## config.mk

```make
export PLATFORM = sky130hd
export DESIGN_NAME = spike_event_encoder_flat
export DESIGN_NICKNAME = d
export VERILOG_FILES = /design/src/rtl/spike_event_encoder_pkg.sv /design/src/rtl/spike_event_encoder_if.sv /design/src/rtl/spike_event_encoder_fifo.sv /design/src/rtl/spike_event_encoder.sv /design/src/flat_wrapper.sv
export SDC_FILE = /design/constraint.sdc
export NUM_CORES = 1
export LEC_CHECK = 0
export CORE_MARGIN = 2
export CORE_UTILIZATION = 40
export CTS_CLUSTER_DIAMETER = 60
export DETAILED_ROUTE_END_ITERATION = 8
export SLEW_MARGIN = 25
export SYNTH_ARGS = -nofsm -noshare
export SYNTH_HDL_FRONTEND = slang
export SYNTH_SLANG_ARGS = --single-unit
```

## constraint.sdc

```tcl
create_clock -name clk -period 2.01 [get_ports clk]
set_input_delay 0.3015 -clock clk [delete_from_list [all_inputs] [get_ports clk]]
set_output_delay 0.3015 -clock clk [all_outputs]
set_load 0.02 [all_outputs]
```

## src/rtl/spike_event_encoder_pkg.sv

```systemverilog
`default_nettype none
// ============================================================================
// Module  : qif_pkg
// Brief   : Shared widths, default sizes and helpers for the spike encoder.
// Rev     : 1.0  initial release
// ============================================================================
package qif_pkg;

    localparam int TS_W      = 16;
    localparam int V_W       = 8;
    localparam int EVT_W     = TS_W + V_W;
    localparam int DEPTH_DEF = 4;
    localparam int WIN_DEF   = 256;

    function automatic logic [7:0] sat_inc8(input logic [7:0] a, input logic inc);
        return (inc && (a != 8'hFF)) ? a + 8'd1 : a;
    endfunction

endpackage
`default_nettype wire

```

## src/rtl/spike_event_encoder_if.sv

```systemverilog
`default_nettype none
// ============================================================================
// Module  : spike_event_encoder_if
// Brief   : Valid/ready event stream carrying {timestamp, v_sample}.
// Rev     : 1.0  initial release
// ============================================================================
interface spike_event_encoder_if #(
    parameter int DW = qif_pkg::EVT_W
);
    logic          evt_valid;
    logic          evt_ready;
    logic [DW-1:0] evt_data;

    modport master (output evt_valid, output evt_data, input  evt_ready);
    modport slave  (input  evt_valid, input  evt_data, output evt_ready);
endinterface
`default_nettype wire

```

## src/rtl/spike_event_encoder_fifo.sv

```systemverilog
`default_nettype none
// ============================================================================
// Module  : event_fifo
// Brief   : First-word fall-through FIFO; push on full succeeds only with a pop.
// Rev     : 1.0  initial release
// ============================================================================
module event_fifo #(
    parameter int W     = 24,
    parameter int DEPTH = 4
) (
    input  wire logic                       clk,
    input  wire logic                       rst,
    input  wire logic                       i_push,
    input  wire logic                       i_pop,
    input  wire logic [W-1:0]               i_din,
    output logic      [W-1:0]               o_dout,
    output logic                            o_full,
    output logic                            o_empty,
    output logic      [$clog2(DEPTH):0]     o_count
);
    localparam int                c_AW    = $clog2(DEPTH);
    localparam int                c_CNT_W = c_AW + 1;
    localparam logic [c_CNT_W-1:0] c_FULL = c_CNT_W'(DEPTH);

    logic [W-1:0]       r_mem [DEPTH];
    logic [c_AW-1:0]    r_wr;
    logic [c_AW-1:0]    r_rd;
    logic [c_CNT_W-1:0] r_count;
    logic               w_pop_ok;
    logic               w_push_ok;

    assign o_full    = (r_count == c_FULL);
    assign o_empty   = (r_count == '0);
    assign o_count   = r_count;
    assign o_dout    = r_mem[r_rd];
    assign w_pop_ok  = i_pop & ~o_empty;
    // A full FIFO frees its head slot in the same cycle it is popped
    assign w_push_ok = i_push & (~o_full | w_pop_ok);

    always_ff @(posedge clk) begin
        if (w_push_ok) begin
            r_mem[r_wr] <= i_din;
        end
    end

    always_ff @(posedge clk) begin
        if (rst) begin
            r_wr    <= '0;
            r_rd    <= '0;
            r_count <= '0;
        end else begin
            if (w_push_ok) begin
                r_wr <= r_wr + 1'b1;
            end
            if (w_pop_ok) begin
                r_rd <= r_rd + 1'b1;
            end
            case ({w_push_ok, w_pop_ok})
                2'b10:   r_count <= r_count + 1'b1;
                2'b01:   r_count <= r_count - 1'b1;
                default: r_count <= r_count;
            endcase
        end
    end

endmodule
`default_nettype wire

```

## src/rtl/spike_event_encoder.sv

```systemverilog
`default_nettype none
// ============================================================================
// Module  : spike_event_encoder
// Brief   : Rising-edge spike detector, timestamped event FIFO and rate meter.
// Rev     : 1.0  initial release
// ============================================================================
module spike_event_encoder #(
    parameter int DEPTH = qif_pkg::DEPTH_DEF,
    parameter int TS_W  = qif_pkg::TS_W,
    parameter int WIN   = qif_pkg::WIN_DEF
) (
    input  wire logic                     clk,
    input  wire logic                     rst_n,
    input  wire logic                     spike_in,
    input  wire logic [7:0]               v_in,
    spike_event_encoder_if.master         evt,
    output logic      [$clog2(DEPTH):0]   fifo_count,
    output logic                          overflow,
    output logic      [7:0]               rate,
    output logic                          rate_valid
);
    import qif_pkg::*;

    localparam logic [15:0] c_WIN_LAST = 16'(WIN - 1);

    logic            r_spike_prev;
    logic [TS_W-1:0] r_ts;
    logic [15:0]     r_win;
    logic [7:0]      r_acc;
    logic [7:0]      r_rate;
    logic            r_rate_valid;
    logic            r_overflow;
    logic            w_evt;
    logic            w_pop;
    logic            w_full;
    logic            w_empty;
    logic [7:0]      w_acc_next;

    assign w_evt      = spike_in & ~r_spike_prev;
    assign w_pop      = evt.evt_valid & evt.evt_ready;
    assign w_acc_next = sat_inc8(r_acc, w_evt);

    assign evt.evt_valid = ~w_empty;
    assign overflow      = r_overflow;
    assign rate          = r_rate;
    assign rate_valid    = r_rate_valid;

    event_fifo #(
        .W     (TS_W + V_W),
        .DEPTH (DEPTH)
    ) u_fifo (
        .clk     (clk),
        .rst     (rst_n),
        .i_push  (w_evt),
        .i_pop   (w_pop),
        .i_din   ({r_ts, v_in}),
        .o_dout  (evt.evt_data),
        .o_full  (w_full),
        .o_empty (w_empty),
        .o_count (fifo_count)
    );

    always_ff @(posedge clk) begin
        if (rst_n) begin
            r_spike_prev <= 1'b0;
            r_ts         <= '0;
            r_win        <= '0;
            r_acc        <= '0;
            r_rate       <= '0;
            r_rate_valid <= 1'b0;
            r_overflow   <= 1'b0;
        end else begin
            r_spike_prev <= spike_in;
            r_ts         <= r_ts + 1'b1;
            // Window close: an event landing in the last cycle still counts
            if (r_win == c_WIN_LAST) begin
                r_win        <= '0;
                r_rate       <= w_acc_next;
                r_rate_valid <= 1'b1;
                r_acc        <= '0;
            end else begin
                r_win        <= r_win + 16'd1;
                r_rate_valid <= 1'b0;
                r_acc        <= w_acc_next;
            end
            if (w_evt && w_full && !w_pop) begin
                r_overflow <= 1'b1;
            end
        end
    end

endmodule
`default_nettype wire

```

## src/flat_wrapper.sv

```systemverilog
// flat-port wrapper written by rule: the top's interface ports become plain ports
module spike_event_encoder_flat import qif_pkg::*;
#(
    parameter int DEPTH = qif_pkg::DEPTH_DEF,
    parameter int TS_W  = qif_pkg::TS_W,
    parameter int WIN   = qif_pkg::WIN_DEF
)
  (clk, rst_n, spike_in, v_in, fifo_count, overflow, rate, rate_valid, evt_evt_valid, evt_evt_data, evt_evt_ready);
  spike_event_encoder_if #(.DW(24)) evt_i ();
  input  wire logic clk;
  input  wire logic rst_n;
  input  wire logic spike_in;
  input  wire logic [7:0] v_in;
  output logic      [$clog2(DEPTH):0] fifo_count;
  output logic overflow;
  output logic      [7:0] rate;
  output logic rate_valid;
  output wire logic [$bits(evt_i.evt_valid)-1:0] evt_evt_valid;
  output wire logic [$bits(evt_i.evt_data)-1:0] evt_evt_data;
  input wire logic [$bits(evt_i.evt_ready)-1:0] evt_evt_ready;
  assign evt_evt_valid = evt_i.evt_valid;
  assign evt_evt_data = evt_i.evt_data;
  assign evt_i.evt_ready = evt_evt_ready;
  spike_event_encoder #(.DEPTH(DEPTH), .TS_W(TS_W), .WIN(WIN)) u_core (.clk(clk), .rst_n(rst_n), .spike_in(spike_in), .v_in(v_in), .evt(evt_i), .fifo_count(fifo_count), .overflow(overflow), .rate(rate), .rate_valid(rate_valid));
endmodule
```

## After elaboration in Yosys (flattened, before gate mapping)

Memory sizes are Yosys's and may differ from the RTL's. A register that Yosys moved wholly into a read port is not among the register bits.
Index checks and enable logic that the tools add are counted.
Widths: inputs -> output; s select.

- $add $sub $neg: 7
- Multiply operators: 0
- Divide/modulo/power cells: 0
- $lt $le $gt $ge: 0
- Equal/unequal tests: 5
- Shifts and indexed selects: 0
- Muxes and demuxes: 7
- Bitwise operators: 8
- Reduce and logical (&&, ||, !) cells: 7

Operators with widths:

| kind | number |
|---|---|
| $add 16x1->16 const B | 2 |
| $eq 16x8->1 const B | 1 |
| $add 8x1->8 const B | 1 |
| $mux 8 | 1 |
| $ne 8x8->1 const B | 1 |
| $pmux 3 s2 | 1 |
| $add 2x1->2 const B | 2 |
| $and 1x1->1 | 4 |
| $mux 2 | 2 |
| $add 3x1->3 const B | 1 |
| $eq 3x3->1 const B | 1 |
| $logic_and 1x1->1 | 3 |
| $logic_not 3->1 | 1 |
| $mux 1 | 3 |
| $not 1->1 | 3 |
| $sub 3x1->3 const B | 1 |
| $eq 2x1->1 const B | 1 |
| $eq 2x2->1 const B | 1 |
| $reduce_bool 2->1 | 1 |
| $reduce_or 2->1 | 1 |
| $logic_not 1->1 | 1 |
| $or 1x1->1 | 1 |

- Flip-flop bits (word level): 58
- Bits in latches: 0
- Memory bits (writable): 96
- Bits in read-only memories: 0
- Bits of input ports: 12
- Output and inout bits: 38
- Word-level logic and storage cells: 45
- Memories kept: 1

Memory list:

| name | depth | bits a word | rd ports | clocked after memory_dff | wr ports | RTL line | text |
|---|---|---|---|---|---|---|---|
| u_core.u_fifo.r_mem | 4 | 24 | 1 | 1 | 1 | spike_event_encoder_fifo.sv:25 | `logic [W-1:0] r_mem [DEPTH];` |

## Longest topological paths before layout

Gate-level depths: netlist of the first run.

- Depth in word-level cells: 8
- Mapped depth: 7
- Depth with buffers taken out: 6

## Cells and area by module

A second synthesis of the first run with hierarchy kept.

- Cell total of the unflattened synthesis: 414
- Area, all modules: 6105.9 µm²

By module, submodules not included:

| module | instances | cells each | area an instance (µm²) | sequential area each (µm²) |
|---|---|---|---|---|
| event_fifo | 1 | 180 | 3977.6 | 3062.9 |
| spike_event_encoder | 1 | 234 | 2128.3 | 1021.0 |

## Worst setup path before layout of the first run

OpenSTA, ideal clock, no wires.

- Kind: register to register
- From: register u_core.u_fifo.r_count[1], in the netlist u_core.u_fifo.o_count[1]
- To: memory u_core.u_fifo.r_mem[0][0], enable pin
- Library setup time: 383 ps
- Arrival time: 1722 ps
- Data required time: 1627 ps
- Setup slack: -95 ps
- Cell stages (with the launch flop): 5
- Period minus slack after synthesis: 2105 ps
- Cells stage by stage: dfxtp_1 clkbuf_1 nor4b_1 nor2_1 and2_1

- Cells in the longest elaborated chain, start to end: 8
- Elaborated cells between the ends (all ways): 10

Ends and longest elaborated chain:

| item | RTL line | text |
|---|---|---|
| start: declaration | spike_event_encoder_fifo.sv:28 | `logic [c_CNT_W-1:0] r_count;` |
| start signal: assignment | spike_event_encoder_fifo.sv:59 | `2'b10: r_count <= r_count + 1'b1;` |
| start signal: assignment | spike_event_encoder_fifo.sv:60 | `2'b01: r_count <= r_count - 1'b1;` |
| start signal: assignment | spike_event_encoder_fifo.sv:61 | `default: r_count <= r_count;` |
| $logic_not 3->1 | spike_event_encoder_fifo.sv:33 | `assign o_empty = (r_count == '0);` |
| $not 1->1 | spike_event_encoder_fifo.sv:36, spike_event_encoder.sv:43 |  |
| $and 1x1->1 | spike_event_encoder.sv:40 | `assign w_pop = evt.evt_valid & evt.evt_ready;` |
| $and 1x1->1 | spike_event_encoder_fifo.sv:36 | `assign w_pop_ok = i_pop & ~o_empty;` |
| $or 1x1->1 (*) | spike_event_encoder_fifo.sv:38 | `assign w_push_ok = i_push & (~o_full \| w_pop_ok);` |
| $and 1x1->1 (*) | spike_event_encoder_fifo.sv:38 |  |
| $mux 1 (*) | spike_event_encoder_fifo.sv:41 | `if (w_push_ok) begin` |
| $mux 1 (not written as such) (*) | spike_event_encoder_fifo.sv:42 | `r_mem[r_wr] <= i_din;` |
| end: declaration | spike_event_encoder_fifo.sv:25 |  |

Every way passes the cells marked *; elsewhere a longest branch is shown, timed or not.

==> impl_metrics.csv, run 1 <==
group,metric,value,unit
placement,gp_congestion,0.7765,
synthesis,synthAdderAreaFrac,1.753,%
sta,fin_crit_sh,101.0,%
worst_setup_path,required,1.71,ns
worst_setup_path,cp-end-kind,"output pin",
clocking,cts_num_sinks,156,
pwr,power_density,951.3,mW/mm^2
pwr,irDropWorstVdd,0.5746,mV
clocking,cts_setup_buffers,0,
placement,place_area,0.007128,sq mm
floorplan,dieArea,0.01635,sq mm
synthesis,netlist_area,0.006138,sq mm
synthesis,synth-edff-count,96,
synthesis,synth_compound_area_share,5.035,%
clocking,cts_made_buffers,17,
sta,fmax,492.4,MHz
sta,grt_setup_unrepaired,"true",
finish,final_common_cell,"edfxtp_1",
synthesis,synth_xor_area_share,3.852,%
global_routing,grt_pass1_vias,3696,
synthesis,synth_cell_types,49,
synthesis,synthFlopType,"edfxtp_1",
clocking,clk_latency,0.43,ns
worst_setup_path,crit_arrival,1.73,ns
synthesis,async_flop_share,0,%
pwr,p_leak,2.637,nW
run_status,outcome,"complete, but fails checks",
finish,final_cell_mix,"edfxtp_1 (96), dfxtp_1 (57), nor2_1 (42), mux4_2 (24), clkdlybuf4s50_1 (24)",
placement,port_buffers,49,
worst_setup_path,startpoint_type,"flop",
routing,num_vias,3743,
global_routing,grt_pass1_wl,19440,microns
clocking,cts_tree,"built",
global_routing,grt_max_degree,37,
min_path,hp-class,"reg2reg",
sta,relSlewSlack,71.45,%
clocking,path_clk_slew,0.06,ns
sta,finalWorstSetupSlack,-0.02073,ns
synthesis,synth_mux_area_share,9.295,%
clocking,cts_buffer_depth,2,
synthesis,synth_top_family_by_area,"simple AND/OR/NAND/NOR gates",
global_routing,grt.total_usage,15.72,%
synthesis,yosys_register_bits,156,
synthesis,synth_area_leader_cell,"edfxtp_1",
synthesis,syn-num-nets,449,
sta,hold_viol_final,0,
sta,finalSetupViolCount,6,
finish,final_cells,708,
floorplan,initial_core_util,40.68,%
finish,drive_above_1_share,24.23,%
sta,worst_pin_slew,0.4229,ns
routing,wl_per_cell,16.83,microns
finish,antenna_cells,0,
routing,wl,11920,microns
synthesis,yosys_warnings,0,
routing,route.detailed.drc,0,
synthesis,synth_cells,429,
routing,route.antenna.remaining_nets,0,
run_status,failed_checks,"setup timing",
global_routing,grt_overflow,0,
placement,place_inst,674,
clocking,clockRootBuffer,"clkbuf_16",
floorplan,die_h,127.9,microns
routing,first_pass_iters,5,
routing,avgViaCountPerCell,5.287,
synthesis,ys_top_cells_by_area,"edfxtp_1 (47%), dfxtp_1 (20%), mux4_2 (8.8%), nor2_1 (2.6%), xnor2_1 (2.6%)",
synthesis,yosysTopAreaCellShare,46.96,%
sta,finalCriticalPeriod,2.031,ns
job,drv_cap,0,
clocking,cts_max_level,4,
floorplan,core.rowCount,45,
finish,syn2layout_area_growth,26.87,%
sta,fin_skew,0.01179,ns
synthesis,synth_simple_gate_area_share,11.68,%
finish,finish.instance_area,0.007787,sq mm
sta,drv_slew,0,
placement,hpwl,7797,microns
global_routing,antenna_found_initial,0,
synthesis,avgSynthCellArea,14.31,sq um
worst_setup_path,crit_fanout,5,
worst_setup_path,crit_type,"reg2out",
floorplan,die_w,127.9,microns
synthesis,yosysSeqAreaShare,66.53,%
floorplan,core_area,0.01509,sq mm
floorplan,ios,50,
finish,nets,527,
routing,drt_iter0_drc,225,
Yosys cell counts (4+ instances only):
master / number
ha_1: 7
edfxtp_1: 96
and3_1: 6
nor2_1: 42
clkbuf_1: 13
a211oi_1: 5
nor4_1: 10
o21ai_0: 4
nor3_1: 8
nand4_1: 6
a21oi_1: 15
a31oi_1: 4
inv_1: 9
and2_1: 5
dfxtp_1: 60
xnor2_1: 18
xor2_1: 9
nand2_1: 20
or3_1: 6
mux4_2: 24
buf_2: 4
nand3_1: 14
critical path, cell delays in order (launching register included):
cell	delay, ns
dfxtp_4	0.45
buf_12	0.16
mux4_2	0.55
buf_6	0.16
registers in the layout, summed over array words and instances (netlist names), named ones only:
name                   count
u_core.r_spike_prev        1
u_core.r_ts               16
u_core.u_fifo.o_count      3
u_core.u_fifo.r_rd         2
u_core.r_win              16
u_core.rate_valid          1
u_core.r_acc               8
u_core.u_fifo.r_wr         2
u_core.u_fifo.r_mem       96
u_core.rate                8
u_core.overflow            1
power by group:
| group | switching (mW) | internal [mW] | total (mW) |
|---|---|---|---|
| clock network | 1.42 | 1.67 | 3.09 |
| logic | 0.357 | 0.400 | 0.757 |
| registers | 0.0628 | 3.49 | 3.56 |
| total | 1.84 | 5.56 | 7.41 |
worst paths after layout:
check                                              start                        to  slack (ns)  cells after the start
worst max-delay path                                flop          evt_evt_data[22]       -0.02                      3
worst min-delay path                      u_core.rate[4]            u_core.rate[4]        0.46                      2
worst max register to register  u_core.u_fifo.o_count[0]  u_core.u_fifo.o_count[1]        0.12                      6
worst min register to register            u_core.rate[4]            u_core.rate[4]        0.46                      2
through the flow:
stage,worst slack (ns),utilization (%),setup TNS [ns],hold WS (ns),total power [mW]
finish,-0.02073,51.61,-0.06211,0.4612,7.409
global route,-0.07470,51.61,-1.090,0.4913,7.698
CTS,-0.08714,50.57,-0.5166,0.4684,7.415
detailed placement,-0.1899,47.24,-14.80,0.4562,4.350
global placement,-0.1181,47.24,-8.891,0.4447,4.337
floorplan,0.02425,-,0,0.4004,4.006
cells by family (layout without fill, tap and decap cells):
kind of cell,after synthesis,count (layout)
buf+inv,29,120
mux,27,27
fa+ha+maj,8,8
compound gates,46,46
xor+xnor,27,27
simple gates,136,136
flops,156,156
layer usage:
metal | vias up | global-route usage [%] | wire, microns
met1 | 1854 | 19.61 | 5403
met3 | 11 | 5.467 | 542
met2 | 82 | 25.86 | 5842
met5 | - | 0 | 0
li1 | 1796 | - | -
met4 | 0 | 4.913 | 126
layout make-up:
class	count	area [sq um]
clock inverters	15	162.7
multi-input cells	244	1946
well taps	188	235.2
fillers	1263	7302
repair buffers	79	894.6
flip-flops and latches	156	4090
clock buffers	17	425.4
inverters	9	33.78
what timing repair did:
item                       in CTS  in global routing
gates cloned                    1                  1
hold buffers                    0                  0
gates resized for setup       101                 43
setup endpoints to repair      25                 22
Note: power is estimated with default switching activity, not from simulation.
==> inputs of run 2 (changes only) <==
Settings changed: CORE_MARGIN 2 to 10.
==> impl_metrics.csv, run 2 (same netlist as run 1, synthesis figures left out) <==
group,metric,value,unit
job,drv_cap,0,
min_path,min_from,"u_core.rate[7]",
finish,nets,529,
placement,port_buffers,49,
worst_setup_path,cp_cell_sequence,"buf_12 > mux4_2 > buf_6",
clocking,cts_setup_buffers,0,
routing,avgViaCountPerCell,5.325,
global_routing,grt_overflow,0,
routing,route.detailed.drc,0,
global_routing,grt_pass1_vias,3945,
min_path,hp-class,"reg2reg",
placement,hpwl,8136,microns
global_routing,antenna_found_initial,0,
sta,fin_skew,0.007936,ns
finish,top_register,"u_core.u_fifo.r_mem",
finish,largest_register_ffs,96,
worst_setup_path,startpoint_type,"flop",
floorplan,dieArea,0.02070,sq mm
worst_setup_path,required,1.71,ns
finish,final_cell_mix,"edfxtp_1 (96), dfxtp_1 (57), nor2_1 (42), mux4_2 (24), clkdlybuf4s50_1 (24)",
clocking,clockRootBuffer,"clkbuf_16",
sta,drv_slew,0,
sta,finalWorstSetupSlack,-0.02357,ns
sta,worst_pin_slew,0.4773,ns
global_routing,grt_max_degree,38,
floorplan,core_area,0.01515,sq mm
finish,nFillCells,1276,
clocking,cts_tree,"built",
placement,dp_slack,-0.2021,ns
routing,first_pass_iters,4,
routing,drt_iter0_drc,190,
pwr,power.total,7.444,mW
routing,route.antenna.remaining_nets,0,
worst_setup_path,crit_path_max_incr_delay,0.55,ns
clocking,cts_buffer_depth,2,
placement,gp_congestion,0.7715,
finish,fin_util,51.43,%
floorplan,core.rowCount,45,
worst_setup_path,rr_worst_depth,6,
finish,final_common_cell,"edfxtp_1",
sta,relSlewSlack,67.78,%
floorplan,initial_core_util,40.53,%
floorplan,die_h,143.9,microns
floorplan,ios,50,
routing,wl_per_cell,17.27,microns
clocking,cts_max_level,4,
sta,fmax,491.7,MHz
routing,num_vias,3781,
sta,fin_crit_sh,101.2,%
routing,wl,12260,microns
clocking,clk_latency,0.42,ns
worst_setup_path,r2r_start,"u_core.r_win[1]",
min_path,hold-path-cell-count,2,
worst_setup_path,crit_fanout,8,
pwr,p_leak,2.634,nW
worst_setup_path,crit_arrival,1.73,ns
clocking,cts_num_sinks,156,
sta,finalCriticalPeriod,2.034,ns
clocking,hold_buffers,0,
sta,grt_setup_unrepaired,"true",
sta,hold_viol_final,0,
worst_setup_path,crit_slowest_cell,"mux4_2",
pwr,power_density,955.7,mW/mm^2
finish,drive_above_1_share,24.71,%
run_status,failed_checks,"setup timing",
worst_setup_path,reg2reg_to,"u_core.rate[3]",
global_routing,grt.total_usage,12.78,%
worst_setup_path,reg2reg_slack,0.12,ns
sta,finalSetupViolCount,4,
finish,largestRegisters,"u_core.u_fifo.r_mem: 96 flops, u_core.r_ts: 16 flops, u_core.r_win: 16 flops",
worst_setup_path,crit_type,"reg2out",
finish,antenna_cells,0,
global_routing,grt_pass1_wl,20440,microns
clocking,path_clk_slew,0.06,ns
worst_setup_path,cp-end-kind,"output pin",
pwr,irDropWorstVdd,0.5776,mV
floorplan,die_w,143.9,microns
finish,syn2layout_area_growth,26.89,%
run_status,outcome,"complete, but fails checks",
clocking,cts_made_buffers,17,
min_path,whs_endpoint,"u_core.rate[7]",
sta,holdWs,0.4569,ns
[run 2: worst max-delay path, delay by kind of cell (launching register included)]
kind                   cells  cell delay (ns)
multiplexers               1             0.55
buffers and inverters      2             0.32
flip-flops                 1             0.44
[run 2: stage by stage]
stage,cells,area (sq um),TNS (ns)
6_report,710,7789,-0.04965
5_1_grt,710,7789,-0.7586
4_1_cts,710,7664,-1.142
3_5_place_dp,677,7138,-5.604
3_3_place_gp,677,7138,-2.912
2_1_floorplan,429,6151,0
[run 2: how the worst max path moves through the flow]
stage	depth (start not counted)	endpoint	slack [ns]	start
global placement	7	u_core.u_fifo.o_count[2]	-0.11	evt_evt_ready
detailed placement	7	u_core.u_fifo.o_count[1]	-0.20	evt_evt_ready
finish	3	evt_evt_data[23]	-0.02	flop
CTS	3	evt_evt_data[1]	-0.10	flop
floorplan	7	u_core.u_fifo.o_count[2]	0.02	u_core.r_spike_prev
global route	3	evt_evt_data[23]	-0.07	flop
[run 2: timing repair]
| item | CTS | global route |
|---|---|---|
| pin swaps | 0 | 1 |
| gates cloned | 1 | 0 |
| resized for setup | 97 | 52 |
| setup endpoints to repair | 25 | 22 |
[run 2: layout make-up]
type | instances | area (sq um) | area share, %
clock buffer | 17 | 425.4 | 5.462
sequential | 156 | 4090 | 52.51
inverter | 9 | 33.78 | 0.4337
timing repair buffer | 81 | 890.9 | 11.44
clock inverter | 15 | 161.4 | 2.072
tap | 188 | 235.2 | 3.020
multi-input combinational | 244 | 1952 | 25.06
[run 2: per-layer routing]
| layer | up-vias | GRT usage (%) | wire (microns) |
|---|---|---|---|
| met1 | 1889 | 15.02 | 5359 |
| met4 | 0 | 5.803 | 195 |
| li1 | 1791 | - | - |
| met5 | - | 0 | 0 |
| met3 | 18 | 3.795 | 637 |
| met2 | 83 | 21.09 | 6068 |
[run 2: where the power goes]
part | internal (mW) | total (mW) | switching (mW)
combinational | 0.387 | 0.753 | 0.366
sequential | 3.50 | 3.56 | 0.0628
clock | 1.84 | 3.13 | 1.29
